### src/rtl/partition_fill.sv
`default_nettype none
// partition_fill: streaming quickselect partition stage; splits a pass into lower/equal/larger
// buffers and tracks their sizes and extrema. Revision 1.0
module partition_fill #(
  parameter int BUFF_SIZE     = 32,
  parameter int BUFF_SIZE_BIT = $clog2(BUFF_SIZE) + 1
) (
  input  logic                     clk,
  input  logic                     rst_n,
  input  logic                     start,
  input  logic [7:0]               in_pivot,
  input  logic [BUFF_SIZE_BIT-1:0] in_buff_size,
  input  logic [7:0]               in_data,
  input  logic                     in_valid,
  output logic                     in_ready,
  output logic                     wr_en,
  output logic [1:0]               wr_sel,
  output logic [BUFF_SIZE_BIT-1:0] wr_addr,
  output logic [7:0]               wr_data,
  output logic [BUFF_SIZE_BIT-1:0] lower_size,
  output logic [BUFF_SIZE_BIT-1:0] equal_size,
  output logic [BUFF_SIZE_BIT-1:0] larger_size,
  output logic [7:0]               max_lower,
  output logic [7:0]               min_lower,
  output logic [7:0]               max_larger,
  output logic [7:0]               min_larger,
  output logic                     busy,
  output logic                     done
);

  typedef enum logic [1:0] {
    IDLE = 2'd0,
    FILL = 2'd1,
    DONE = 2'd2
  } state_t;

  localparam logic [BUFF_SIZE_BIT-1:0] MAX_COUNT = BUFF_SIZE_BIT'(BUFF_SIZE);
  localparam logic [BUFF_SIZE_BIT-1:0] ONE       = BUFF_SIZE_BIT'(1);
  localparam logic [1:0]               SEL_LOWER  = 2'b00;
  localparam logic [1:0]               SEL_EQUAL  = 2'b01;
  localparam logic [1:0]               SEL_LARGER = 2'b10;

  state_t                     state_q, state_d;
  logic [7:0]                 pivot_q, pivot_d;
  logic [BUFF_SIZE_BIT-1:0]   count_q, count_d;
  logic [BUFF_SIZE_BIT-1:0]   elem_cnt_q, elem_cnt_d;
  logic [BUFF_SIZE_BIT-1:0]   lower_size_q, lower_size_d;
  logic [BUFF_SIZE_BIT-1:0]   equal_size_q, equal_size_d;
  logic [BUFF_SIZE_BIT-1:0]   larger_size_q, larger_size_d;
  logic [7:0]                 max_lower_q, max_lower_d;
  logic [7:0]                 min_lower_q, min_lower_d;
  logic [7:0]                 max_larger_q, max_larger_d;
  logic [7:0]                 min_larger_q, min_larger_d;
  logic                       wr_en_q, wr_en_d;
  logic [1:0]                 wr_sel_q, wr_sel_d;
  logic [BUFF_SIZE_BIT-1:0]   wr_addr_q, wr_addr_d;
  logic [7:0]                 wr_data_q, wr_data_d;
  logic                       busy_q, busy_d;
  logic                       done_q, done_d;

  always_comb begin
    state_d       = state_q;
    pivot_d       = pivot_q;
    count_d       = count_q;
    elem_cnt_d    = elem_cnt_q;
    lower_size_d  = lower_size_q;
    equal_size_d  = equal_size_q;
    larger_size_d = larger_size_q;
    max_lower_d   = max_lower_q;
    min_lower_d   = min_lower_q;
    max_larger_d  = max_larger_q;
    min_larger_d  = min_larger_q;
    wr_en_d       = 1'b0;
    wr_sel_d      = wr_sel_q;
    wr_addr_d     = wr_addr_q;
    wr_data_d     = wr_data_q;
    done_d        = 1'b0;

    case (state_q)
      IDLE: begin
        if (start) begin
          pivot_d       = in_pivot;
          count_d       = (in_buff_size > MAX_COUNT) ? MAX_COUNT : in_buff_size;
          elem_cnt_d    = '0;
          lower_size_d  = '0;
          equal_size_d  = '0;
          larger_size_d = '0;
          max_lower_d   = 8'h00;
          min_lower_d   = 8'hFF;
          max_larger_d  = 8'h00;
          min_larger_d  = 8'hFF;
          // An empty pass spends an extra cycle in DONE before raising done.
          state_d       = (count_d == '0) ? DONE : FILL;
        end
      end

      FILL: begin
        if (in_valid) begin
          wr_en_d    = 1'b1;
          wr_data_d  = in_data;
          elem_cnt_d = elem_cnt_q + ONE;
          if (in_data < pivot_q) begin
            wr_sel_d     = SEL_LOWER;
            wr_addr_d    = lower_size_q;
            lower_size_d = lower_size_q + ONE;
            if (in_data > max_lower_q) max_lower_d = in_data;
            if (in_data < min_lower_q) min_lower_d = in_data;
          end else if (in_data == pivot_q) begin
            wr_sel_d     = SEL_EQUAL;
            wr_addr_d    = equal_size_q;
            equal_size_d = equal_size_q + ONE;
          end else begin
            wr_sel_d      = SEL_LARGER;
            wr_addr_d     = larger_size_q;
            larger_size_d = larger_size_q + ONE;
            if (in_data > max_larger_q) max_larger_d = in_data;
            if (in_data < min_larger_q) min_larger_d = in_data;
          end
          if (elem_cnt_d == count_q) begin
            state_d = DONE;
            done_d  = 1'b1;
          end
        end
      end

      DONE: begin
        if (done_q) begin
          state_d = IDLE;
        end else begin
          done_d = 1'b1;
        end
      end

      default: state_d = IDLE;
    endcase

    busy_d = (state_d == FILL);
  end

  always_ff @(posedge clk or negedge rst_n) begin
    if (!rst_n) begin
      state_q       <= IDLE;
      pivot_q       <= 8'h00;
      count_q       <= '0;
      elem_cnt_q    <= '0;
      lower_size_q  <= '0;
      equal_size_q  <= '0;
      larger_size_q <= '0;
      max_lower_q   <= 8'h00;
      min_lower_q   <= 8'hFF;
      max_larger_q  <= 8'h00;
      min_larger_q  <= 8'hFF;
      wr_en_q       <= 1'b0;
      wr_sel_q      <= 2'b00;
      wr_addr_q     <= '0;
      wr_data_q     <= 8'h00;
      busy_q        <= 1'b0;
      done_q        <= 1'b0;
    end else begin
      state_q       <= state_d;
      pivot_q       <= pivot_d;
      count_q       <= count_d;
      elem_cnt_q    <= elem_cnt_d;
      lower_size_q  <= lower_size_d;
      equal_size_q  <= equal_size_d;
      larger_size_q <= larger_size_d;
      max_lower_q   <= max_lower_d;
      min_lower_q   <= min_lower_d;
      max_larger_q  <= max_larger_d;
      min_larger_q  <= min_larger_d;
      wr_en_q       <= wr_en_d;
      wr_sel_q      <= wr_sel_d;
      wr_addr_q     <= wr_addr_d;
      wr_data_q     <= wr_data_d;
      busy_q        <= busy_d;
      done_q        <= done_d;
    end
  end

  assign in_ready    = (state_q == FILL);
  assign wr_en       = wr_en_q;
  assign wr_sel      = wr_sel_q;
  assign wr_addr     = wr_addr_q;
  assign wr_data     = wr_data_q;
  assign lower_size  = lower_size_q;
  assign equal_size  = equal_size_q;
  assign larger_size = larger_size_q;
  assign max_lower   = max_lower_q;
  assign min_lower   = min_lower_q;
  assign max_larger  = max_larger_q;
  assign min_larger  = min_larger_q;
  assign busy        = busy_q;
  assign done        = done_q;

endmodule
`default_nettype wire

### config.mk
export PLATFORM = sky130hd
export DESIGN_NAME = partition_fill
export DESIGN_NICKNAME = d
export VERILOG_FILES = /design/src/rtl/partition_fill.sv
export SDC_FILE = /design/constraint.sdc
export NUM_CORES = 1
export LEC_CHECK = 0
export CORE_UTILIZATION = 45
export CTS_BUF_LIST = sky130_fd_sc_hd__clkbuf_8
export CTS_CLUSTER_DIAMETER = 100
export DETAILED_ROUTE_END_ITERATION = 10
export PLACE_DENSITY = 0.69
export SLEW_MARGIN = 20
export SYNTH_ARGS = -nofsm -noshare
export SYNTH_HDL_FRONTEND = slang
export SYNTH_SLANG_ARGS = --single-unit
### constraint.sdc
create_clock -name clk -period 2.13 [get_ports clk]
set_clock_uncertainty 0.05 [all_clocks]
set_input_delay 0.426 -clock clk [delete_from_list [all_inputs] [get_ports clk]]
set_output_delay 0.426 -clock clk [all_outputs]
set_load 0.005 [all_outputs]
==> results.json, run 1 <==
{
  "dieArea_sq_mm": 0.0119,
  "dpl_worst_slack_ns": -0.753,
  "synth_top_cell_by_area": "dfrtp_1",
  "required_ns": 2.37,
  "fmax_mhz": 468,
  "yosys_warnings": 0,
  "crit_path_end_kind": "flip-flop",
  "maxSlewViolCount": 0,
  "p_leak_nw": 3.31,
  "clk_pin_slew_ns": 0.09,
  "syn2layout_area_growth_pct": 44.0,
  "synthFlopType": "dfrtp_1",
  "root_buffer": "clkbuf_8",
  "grt_overflow": 0,
  "firstDrtPassIters": 5,
  "seqPwrFrac_pct": 29.8,
  "drtAntennaViolNets": 0,
  "slowest_delay_ns": 0.37,
  "hold_viol": 0,
  "gp_congestion": 0.904,
  "max_slew_margin_pct": 70.7,
  "max_slew.worst_pin.slew_ns": 0.439,
  "antenna_found_initial": 0,
  "setup_viol": 1,
  "worst_slack_ns": -0.00892,
  "synthTopCellsByCount": "dfrtp_1 (75), nand2_1 (52), ha_1 (46)",
  "synthXorXnorAreaFrac_pct": 2.21,
  "synth-simple-area-share_pct": 13.6,
  "syn_nets": 580,
  "power_per_cell_area_mw_per_mm2": 1280,
  "num_rows": 38,
  "fillCellCount": 867,
  "synth.mux.area_fraction_pct": 6.85,
  "numPortBuffers": 95,
  "synth_top_family_by_area": "compound AO/OA/AOI/OAI gates",
  "grt.total_usage_pct": 25.3,
  "synth.most_common_cell": "dfrtp_1",
  "synth_edf_count": 0,
  "ys_ff_latch": 91,
  "die_w_um": 109,
  "peakVddDrop_v": 0.000750,
  "timing.final.crit_share_pct": 100,
  "chipHeight_um": 109,
  "drt-total-wl_um": 14100,
  "syn_avg_cell_area_sq_um": 10.1,
  "clock_latency_ns": 0.37,
  "switching_share_pct": 37.6,
  "rsz0062_at_grt": "true",
  "multiInputGateArea_sq_mm": 0.00296,
  "path_common_cell": "buf_12",
  "tns_ns": -0.00892,
  "viasPerCell": 5.58,
  "net-switching-power_w": 0.00357,
  "outcome": "complete, but fails checks",
  "cts_buffers": 9,
  "synth_adder_area_share_pct": 11.2,
  "crit_type": "reg -> reg",
  "vias": 4557,
  "drc_errors": 0,
  "netlist_instances": 508,
  "worstSetupStartpointType": "flip-flop",
  "max-cap-violations": 0,
  "cts.sinks": 91,
  "synth.area.top_cells": "dfrtp_1 (36%), ha_1 (11%), dfstp_2 (8.2%), mux2_2 (3.9%), nand2_1 (3.8%)",
  "regArea_sq_mm": 0.00230,
  "clock_path_buffers": 2,
  "grt_pass1_vias": 4657,
  "dp_hpwl_um": 10200,
  "critPathArrivalTime_ns": 2.38,
  "hold-worst-slack_ns": 0.445,
  "nets": 743,
  "grt_pass1_wl_um": 22800,
  "hold_path.class": "reg -> reg",
  "crit_path_cell_trace": "inv_2 > ha_4 > nand4_1 > buf_6 > a21oi_4 > buf_12 > o211ai_4 > a211oi_4 > buf_12 > mux2i_1",
  "core_sq_mm": 0.0110,
  "pin_count": 96,
  "totalPowerFinal_w": 0.00949,
  "violations": "setup timing",
  "power_frac_clock_pct": 13.5,
  "wl_per_cell_um": 17.3,
  "cts_htree_levels": 3,
  "path_max_fanout": 8,
  "diodes": 0,
  "slowest_stage": "dfrtp_1",
  "ys_types": 56,
  "synth_compound_area_share_pct": 17.0,
  "tritoncts": "yes",
  "drt_iter0_drc": 181,
  "initial_utilization_pct": 46.9,
  "drive_gt1_share_pct": 27.5,
  "synth-async-reset-ratio_pct": 100,
  "internal_power_w": 0.00593,
  "syn-cell-area_sq_mm": 0.00515,
  "synth.top_cell.area_share_pct": 36.5,
  "finalCriticalPeriod_ns": 2.14,
  "grt_max_degree": 40,
  "ys_seq_area_share_pct": 44.6,
  "comb_power_share_pct": 56.7
}
-- area by class of cell --
type	count	share of cell area (%)
Clock inverter	6	1.10
Timing Repair Buffer	166	21.5
Tap cell	140	2.36
Inverter	44	2.24
Clock buffer	10	1.86
Multi-Input combinational cell	359	40.0
Sequential cell	91	31.0
-- worst max-delay path, delay by kind of cell (launching register included) --
family	cells	cell delay (ns)
buf+inv	4	0.53
compound gates	3	0.52
flops	1	0.37
fa+ha+maj	1	0.28
mux	1	0.20
simple gates	1	0.13
-- through the flow --
step / instances / cell area (sq um) / utilization [%]
5_1_grt: 816 / 7420 / 67.5
3_5_place_dp: 786 / 6710 / 61.1
6_report: 816 / 7420 / 67.5
3_3_place_gp: 786 / 6710 / 61.1
4_1_cts: 813 / 7190 / 65.5
2_1_floorplan: 508 / 5190 / -
-- worst paths after layout --
kind | depth (start not counted) | start | slack (ns) | to
worst max-delay path | 10 | pivot_q[5]$_DFFE_PN0P_ | -0.009 | max_larger[2]$_DFFE_PN0P_
worst min register to register | 2 | wr_addr[4]$_DFFE_PN0P_ | 0.44 | wr_addr[4]$_DFFE_PN0P_
worst min-delay path | 2 | wr_addr[4]$_DFFE_PN0P_ | 0.44 | wr_addr[4]$_DFFE_PN0P_
min in group asynchronous | 2 | rst_n | 0.49 | pivot_q[6]$_DFFE_PN0P_
max in group asynchronous | 3 | rst_n | 0.96 | state_q[0]$_DFF_PN0_
worst max register to register | 10 | pivot_q[5]$_DFFE_PN0P_ | -0.009 | max_larger[2]$_DFFE_PN0P_
-- what timing repair did --
action,in CTS,in global routing
pin swaps,11,26
endpoints found under the setup margin,55,55
cloned,1,0
endpoints found under the hold margin,13,0
hold buffers,1,0
buffers inserted,9,3
resized for setup,44,47
-- cell families after synthesis --
group                    Yosys count
AND/OR/NAND/NOR                  142
AO/OA/AOI/OAI                    124
flip-flops                        91
buffers and inverters             59
adder cells (fa/ha/maj)           46
multiplexers                      33
XOR/XNOR                          13
-- cell usage in the layout, fill, tap and decap left out, drive strengths merged, types with 9 or more instances in the layout --
master          n
clkdlybuf4s50  85
dfrtp          75
buf            71
nand2          53
ha             46
inv            45
a21oi          33
o21ai          32
nand3          20
mux2           18
o22a           16
dfstp          16
nor2           15
mux2i          15
nand4          12
nand2b         10
clkbuf         10
xor2            9
-- per-layer routing --
layer / part of all wire [%] / GRT usage [%]
met5: 0 / 0
met4: 2.3 / 8.98
met3: 5.9 / 6.22
met2: 51 / 43.0
met1: 41 / 31.2
-- sequential cells by signal, indices dropped and copies added (netlist names), 8 cells and up --
register    cells
max_larger      8
max_lower       8
min_larger      8
min_lower       8
pivot_q         8
wr_data         8
-- power by group through the flow --
stage | registers [W] | clock network (W) | logic, W
detailed placement | 0.00285 | 0 | 0.00453
global route | 0.00290 | 0.00139 | 0.00587
finish | 0.00283 | 0.00129 | 0.00538
floorplan | 0.00276 | 0 | 0.00244
global placement | 0.00281 | 0 | 0.00441
CTS | 0.00282 | 0.00132 | 0.00496
No activity file was read; power rests on OpenSTA's default activity.
==> inputs of run 2 (changes only) <==
--- a/config.mk
+++ b/config.mk
@@ -5,11 +5,11 @@
 export SDC_FILE = /design/constraint.sdc
 export NUM_CORES = 1
 export LEC_CHECK = 0
-export CORE_UTILIZATION = 45
+export CORE_UTILIZATION = 29
 export CTS_BUF_LIST = sky130_fd_sc_hd__clkbuf_8
-export CTS_CLUSTER_DIAMETER = 100
 export DETAILED_ROUTE_END_ITERATION = 10
-export PLACE_DENSITY = 0.69
+export GPL_TIMING_DRIVEN = 0
+export PLACE_DENSITY = 0.47
 export SLEW_MARGIN = 20
 export SYNTH_ARGS = -nofsm -noshare
 export SYNTH_HDL_FRONTEND = slang
==> run 2 against run 1 <==
Net effect: the flow still finishes with violations (setup timing); fmax shrank 0.49%; register-to-register slack is essentially flat; first-iteration DRC count fell by 7.2%; worst setup slack worse by 0.011 ns; clock power shrank 3%; sequential power is essentially flat; critical path depth fell by 1; worst hold slack worse by 0.12 ns; non-clock buffer count decreased by 26; core utilization down 26 points; die area is 54% higher; largest power group unchanged.
==> results.json, run 2 (synthesized netlist as in run 1, its figures left out) <==
{
  "outcome": "complete, but fails checks",
  "violations": "setup timing",
  "initial_utilization_pct": 29.8,
  "pin_count": 96,
  "num_rows": 48,
  "internal_power_w": 0.00551,
  "diodes": 0,
  "maxSlewViolCount": 0,
  "cts_buffers": 9,
  "viasPerCell": 4.92,
  "grt.total_usage_pct": 16.6,
  "hold_path.class": "in -> reg",
  "power_frac_clock_pct": 13.9,
  "seqPwrFrac_pct": 31.1,
  "grt_overflow": 0,
  "gp_congestion": 0.774,
  "final_common_cell": "clkdlybuf4s50_1",
  "nets": 716,
  "max_slew.worst_pin.slew_ns": 0.614,
  "antenna_found_initial": 0,
  "tritoncts": "yes",
  "max_slew_margin_pct": 59.0,
  "p_leak_nw": 3.12,
  "min_to": "max_larger[0]$_DFFE_PN0P_",
  "wl_per_cell_um": 16.6,
  "dp_cells": 829,
  "drt_iter0_drc": 168,
  "hold-worst-slack_ns": 0.329,
  "core_sq_mm": 0.0173,
  "dpl_worst_slack_ns": -1.31,
  "comb_power_share_pct": 55.0,
  "grt_pass1_wl_um": 23200,
  "net-switching-power_w": 0.00353,
  "cts.sinks": 91,
  "drt-total-wl_um": 14500,
  "vias": 4303,
  "hold_viol": 0,
  "clock_path_buffers": 2,
  "syn2layout_area_growth_pct": 40.3,
  "path_max_fanout": 8,
  "peakVddDrop_v": 0.000568,
  "die_w_um": 135,
  "clock_latency_ns": 0.38,
  "fmax_mhz": 465,
  "worst_slack_ns": -0.0195,
  "crit_type": "reg -> reg",
  "fillCellCount": 1671,
  "stdcell_area_sq_mm": 0.00722,
  "switching_share_pct": 39.1,
  "clk_pin_slew_ns": 0.10,
  "root_buffer": "clkbuf_8",
  "numPortBuffers": 95,
  "finalCriticalPeriod_ns": 2.15,
  "drtAntennaViolNets": 0,
  "max-cap-violations": 0,
  "rsz0062_at_grt": "true",
  "crit_path_end_kind": "flip-flop",
  "min_from": "in_data[0]",
  "fin_cells": 874,
  "drc_errors": 0,
  "ff2ff_path_depth": 9,
  "chipHeight_um": 135,
  "rr_startpoint": "pivot_q[4]$_DFFE_PN0P_",
  "grt_max_degree": 47,
  "reg2reg_slack_ns": -0.02,
  "cts_htree_levels": 3,
  "worstSetupStartpointType": "flip-flop",
  "drive_gt1_share_pct": 26.7,
  "tns_ns": -0.0940,
  "multiInputGateArea_sq_mm": 0.00299,
  "dp_hpwl_um": 10600,
  "critPathArrivalTime_ns": 2.41,
  "regArea_sq_mm": 0.00230,
  "setup_viol": 13,
  "holdPathStages": 3,
  "layout_common_cells": "clkdlybuf4s50_1 (86), dfrtp_1 (74), nand2_1 (50)",
  "dieArea_sq_mm": 0.0183,
  "timing.final.crit_share_pct": 101,
  "firstDrtPassIters": 4,
  "placed_area_sq_mm": 0.00645,
  "grt_pass1_vias": 4247,
  "power_per_cell_area_mw_per_mm2": 1250,
  "required_ns": 2.39,
  "r2r-end": "min_larger[0]$_DFFE_PN1P_"
}
## run 2: per-stage QoR
step	util, %	power, W
2_1_floorplan	-	0.00520
3_3_place_gp	37.1	0.00681
3_5_place_dp	37.3	0.00693
4_1_cts	39.7	0.00859
5_1_grt	41.8	0.00976
6_report	41.8	0.00904
## run 2: power groups by stage
stage / Sequential (W) / Clock, W / Combinational, W
floorplan: 0.00276 / 0 / 0.00244
global placement: 0.00283 / 0 / 0.00398
detailed placement: 0.00284 / 0 / 0.00408
CTS: 0.00282 / 0.00130 / 0.00447
global route: 0.00290 / 0.00136 / 0.00550
finish: 0.00281 / 0.00125 / 0.00497
## run 2: layout make-up
cell class,instances,share of cell area [%]
Multi-Input combinational cell,358,41.3
Sequential cell,91,31.8
Inverter,44,2.39
Clock buffer,11,2.10
Tap cell,225,3.90
Buffer,12,0.849
Timing Repair Buffer,128,16.9
Clock inverter,5,0.727
## run 2: worst max-delay path, stage by stage, from the launching register on
cell,delay [ns]
dfrtp_1,0.36
inv_1,0.05
ha_1,0.28
nand4_1,0.12
buf_6,0.13
nor2_2,0.08
a211oi_2,0.20
o21ai_1,0.11
or3_4,0.46
o22a_1,0.23
## run 2: worst max path at each step
stage / from / to / cells after the start
after CTS: pivot_q[7]$_DFFE_PN0P_ / min_larger[1]$_DFFE_PN1P_ / 9
after floorplan: state_q[1]$_DFF_PN0_ / max_larger[0]$_DFFE_PN0P_ / 8
final: pivot_q[4]$_DFFE_PN0P_ / min_larger[0]$_DFFE_PN1P_ / 9
after global routing: pivot_q[1]$_DFFE_PN0P_ / larger_size[5]$_DFFE_PN0P_ / 9
after global placement: rst_n / larger_size[3]$_DFFE_PN0P_ / 1
after detailed placement: in_data[5] / max_larger[3]$_DFFE_PN0P_ / 7
## run 2: per-layer routing
metal  GRT usage [%]  wire length, um
met1            21.9             6830
met2            27.5             7080
met3            2.43              401
met4            5.74              210
met5               0                0
## run 2: what timing repair did
item	4_1_cts	5_1_grt
hold buffers	1	0
endpoints found under the setup margin	65	65
pin swaps	9	24
endpoints found under the hold margin	38	0
gates resized for setup	68	66
buffers inserted	12	19
==> inputs of run 3 (changes only) <==
--- a/config.mk
+++ b/config.mk
@@ -10,6 +10,7 @@
 export DETAILED_ROUTE_END_ITERATION = 10
 export GPL_TIMING_DRIVEN = 0
 export PLACE_DENSITY = 0.47
+export REMOVE_ABC_BUFFERS = 1
 export SLEW_MARGIN = 20
 export SYNTH_ARGS = -nofsm -noshare
 export SYNTH_HDL_FRONTEND = slang
==> run 3 against run 2 <==
Net effect: the run still ends with setup timing left; sequential power hardly changed; count of clock-buffer cells in the layout stayed put; clock power hardly changed; worst setup slack worse by 0.027 ns; register-to-register slack worse by 0.03 ns; cell area stayed put; fmax is 1.3% lower; critical path type unchanged; highest routed layer unchanged.
==> results.json, run 3 (synthesized netlist as in run 1, its figures left out) <==
{
  "root_buffer": "clkbuf_8",
  "drt-total-wl_um": 14700,
  "hold-worst-slack_ns": 0.379,
  "drt-met1-wl_um": 6880,
  "net-switching-power_w": 0.00359,
  "die_w_um": 135,
  "initial_utilization_pct": 29.8,
  "peakVddDrop_v": 0.000413,
  "maxSlewViolCount": 0,
  "wl_met2_um": 6960,
  "dieArea_sq_mm": 0.0183,
  "setup_viol": 20,
  "crit_type": "reg -> reg",
  "violations": "setup timing",
  "numPortBuffers": 95,
  "required_ns": 2.39,
  "critPathArrivalTime_ns": 2.44,
  "layout_common_cells": "clkdlybuf4s50_1 (84), dfrtp_1 (74), nand2_1 (49)",
  "finalCriticalPeriod_ns": 2.18,
  "firstDrtPassIters": 4,
  "core_sq_mm": 0.0173,
  "crit_path_cell_trace": "inv_1 > ha_2 > o211ai_4 > a21oi_4 > o211ai_4 > a211oi_4 > buf_6 > mux2i_1",
  "power_per_cell_area_mw_per_mm2": 1260,
  "max-cap-violations": 0,
  "met3WireLength_um": 462,
  "cts_htree_levels": 3,
  "power_frac_clock_pct": 13.4,
  "seqPwrFrac_pct": 30.8,
  "timing.final.crit_share_pct": 102,
  "chipHeight_um": 135,
  "grt_pass1_vias": 4116,
  "worstSetupStartpointType": "flip-flop",
  "grt_pass1_wl_um": 22600,
  "rsz0062_at_grt": "true",
  "top_layer": "met4",
  "pin_count": 96,
  "path_max_fanout": 7,
  "crit_path_end_kind": "flip-flop",
  "grt.total_usage_pct": 16.4,
  "clock_path_buffers": 2,
  "nets": 705,
  "path_common_cell": "o211ai_4",
  "slowest_stage": "ha_2",
  "p_leak_nw": 3.11,
  "switching_share_pct": 39.4,
  "comb_power_share_pct": 55.7,
  "fin_cells": 862,
  "slowest_delay_ns": 0.39,
  "drive_gt1_share_pct": 25.4,
  "max_slew.worst_pin.slew_ns": 0.521,
  "dp_cells": 814,
  "cts_buffers": 9,
  "clk_pin_slew_ns": 0.09,
  "diodes": 0,
  "gp_congestion": 0.818,
  "fmax_mhz": 459,
  "hold_path.class": "in -> reg",
  "grt_overflow": 0,
  "wl_per_cell_um": 17.0,
  "tritoncts": "yes",
  "cts.sinks": 91,
  "num_rows": 48,
  "vias": 4241,
  "outcome": "complete, but fails checks",
  "fillCellCount": 1707,
  "grt_max_degree": 77,
  "clock_latency_ns": 0.38,
  "drt_iter0_drc": 192,
  "final_common_cell": "clkdlybuf4s50_1",
  "dp_hpwl_um": 10100,
  "internal_power_w": 0.00552,
  "max_slew_margin_pct": 64.9,
  "syn2layout_area_growth_pct": 40.3,
  "antenna_found_initial": 0,
  "worst_slack_ns": -0.0470,
  "viasPerCell": 4.92,
  "hold_viol": 0,
  "drtAntennaViolNets": 0,
  "drc_errors": 0
}
## run 3: worst max-delay path, delay by kind of cell, from the launching register on
| family | cells | cell delay (ns) |
|---|---|---|
| AOI/OAI and AO/OA | 4 | 0.86 |
| muxes | 1 | 0.19 |
| adders and majority gates | 1 | 0.39 |
| DFF | 1 | 0.37 |
| buffers and inverters | 2 | 0.23 |
## run 3: metal layers
metal	up-vias	GRT usage (%)
li1	2082	-
met1	2051	21.6
met2	86	26.9
met3	22	2.21
met4	0	7.24
met5	-	0
## run 3: power groups by stage
stage | Sequential [W] | Combinational, W | Clock, W
after floorplan | 0.00277 | 0.00229 | 0
after global placement | 0.00282 | 0.00383 | 0
after detailed placement | 0.00285 | 0.00393 | 0
after CTS | 0.00281 | 0.00476 | 0.00126
after global routing | 0.00290 | 0.00553 | 0.00132
final | 0.00281 | 0.00508 | 0.00122
## run 3: what timing repair did
action,CTS,global route
gates resized for setup,92,43
pin swaps,21,27
hold buffers,1,0
setup endpoints to repair,75,58
endpoints found under the hold margin,11,0
buffers inserted,25,6
gates cloned,0,1
## run 3: final timing paths
kind	startpoint	to	slack, ns	cells after the start
max	pivot_q[3]$_DFFE_PN0P_	max_larger[3]$_DFFE_PN0P_	-0.05	8
min	in_data[6]	min_lower[6]$_DFFE_PN1P_	0.38	2
max reg2reg	pivot_q[3]$_DFFE_PN0P_	max_larger[3]$_DFFE_PN0P_	-0.05	8
min reg2reg	wr_data[0]$_DFFE_PN0P_	wr_data[0]$_DFFE_PN0P_	0.44	2
max in group asynchronous	rst_n	state_q[0]$_DFF_PN0_	0.98	3
min in group asynchronous	rst_n	wr_data[2]$_DFFE_PN0P_	0.39	2
## run 3: area by class of cell
cell class | count | area (sq um) | share of cell area [%]
clock inverter | 4 | 42.5 | 0.589
tap | 225 | 282 | 3.90
sequential | 91 | 2300 | 31.8
inverter | 44 | 173 | 2.39
timing repair buffer | 129 | 1280 | 17.7
clock buffer | 11 | 151 | 2.10
multi-input combinational | 358 | 3000 | 41.5
## run 3: through the flow
step                      setup TNS, ns  setup WS [ns]  utilization (%)  cell area [sq um]  power, W
after floorplan                  -19.71         -0.682                -               5080   0.00506
final                            -0.582        -0.0470             41.8               7220   0.00911
after detailed placement        -105.60          -2.07             36.7               6340   0.00678
after global placement          -351.54          -2.96             36.5               6310   0.00665
after CTS                        -0.666        -0.0538             40.5               7010   0.00883
after global routing              -5.05         -0.186             41.8               7220   0.00975
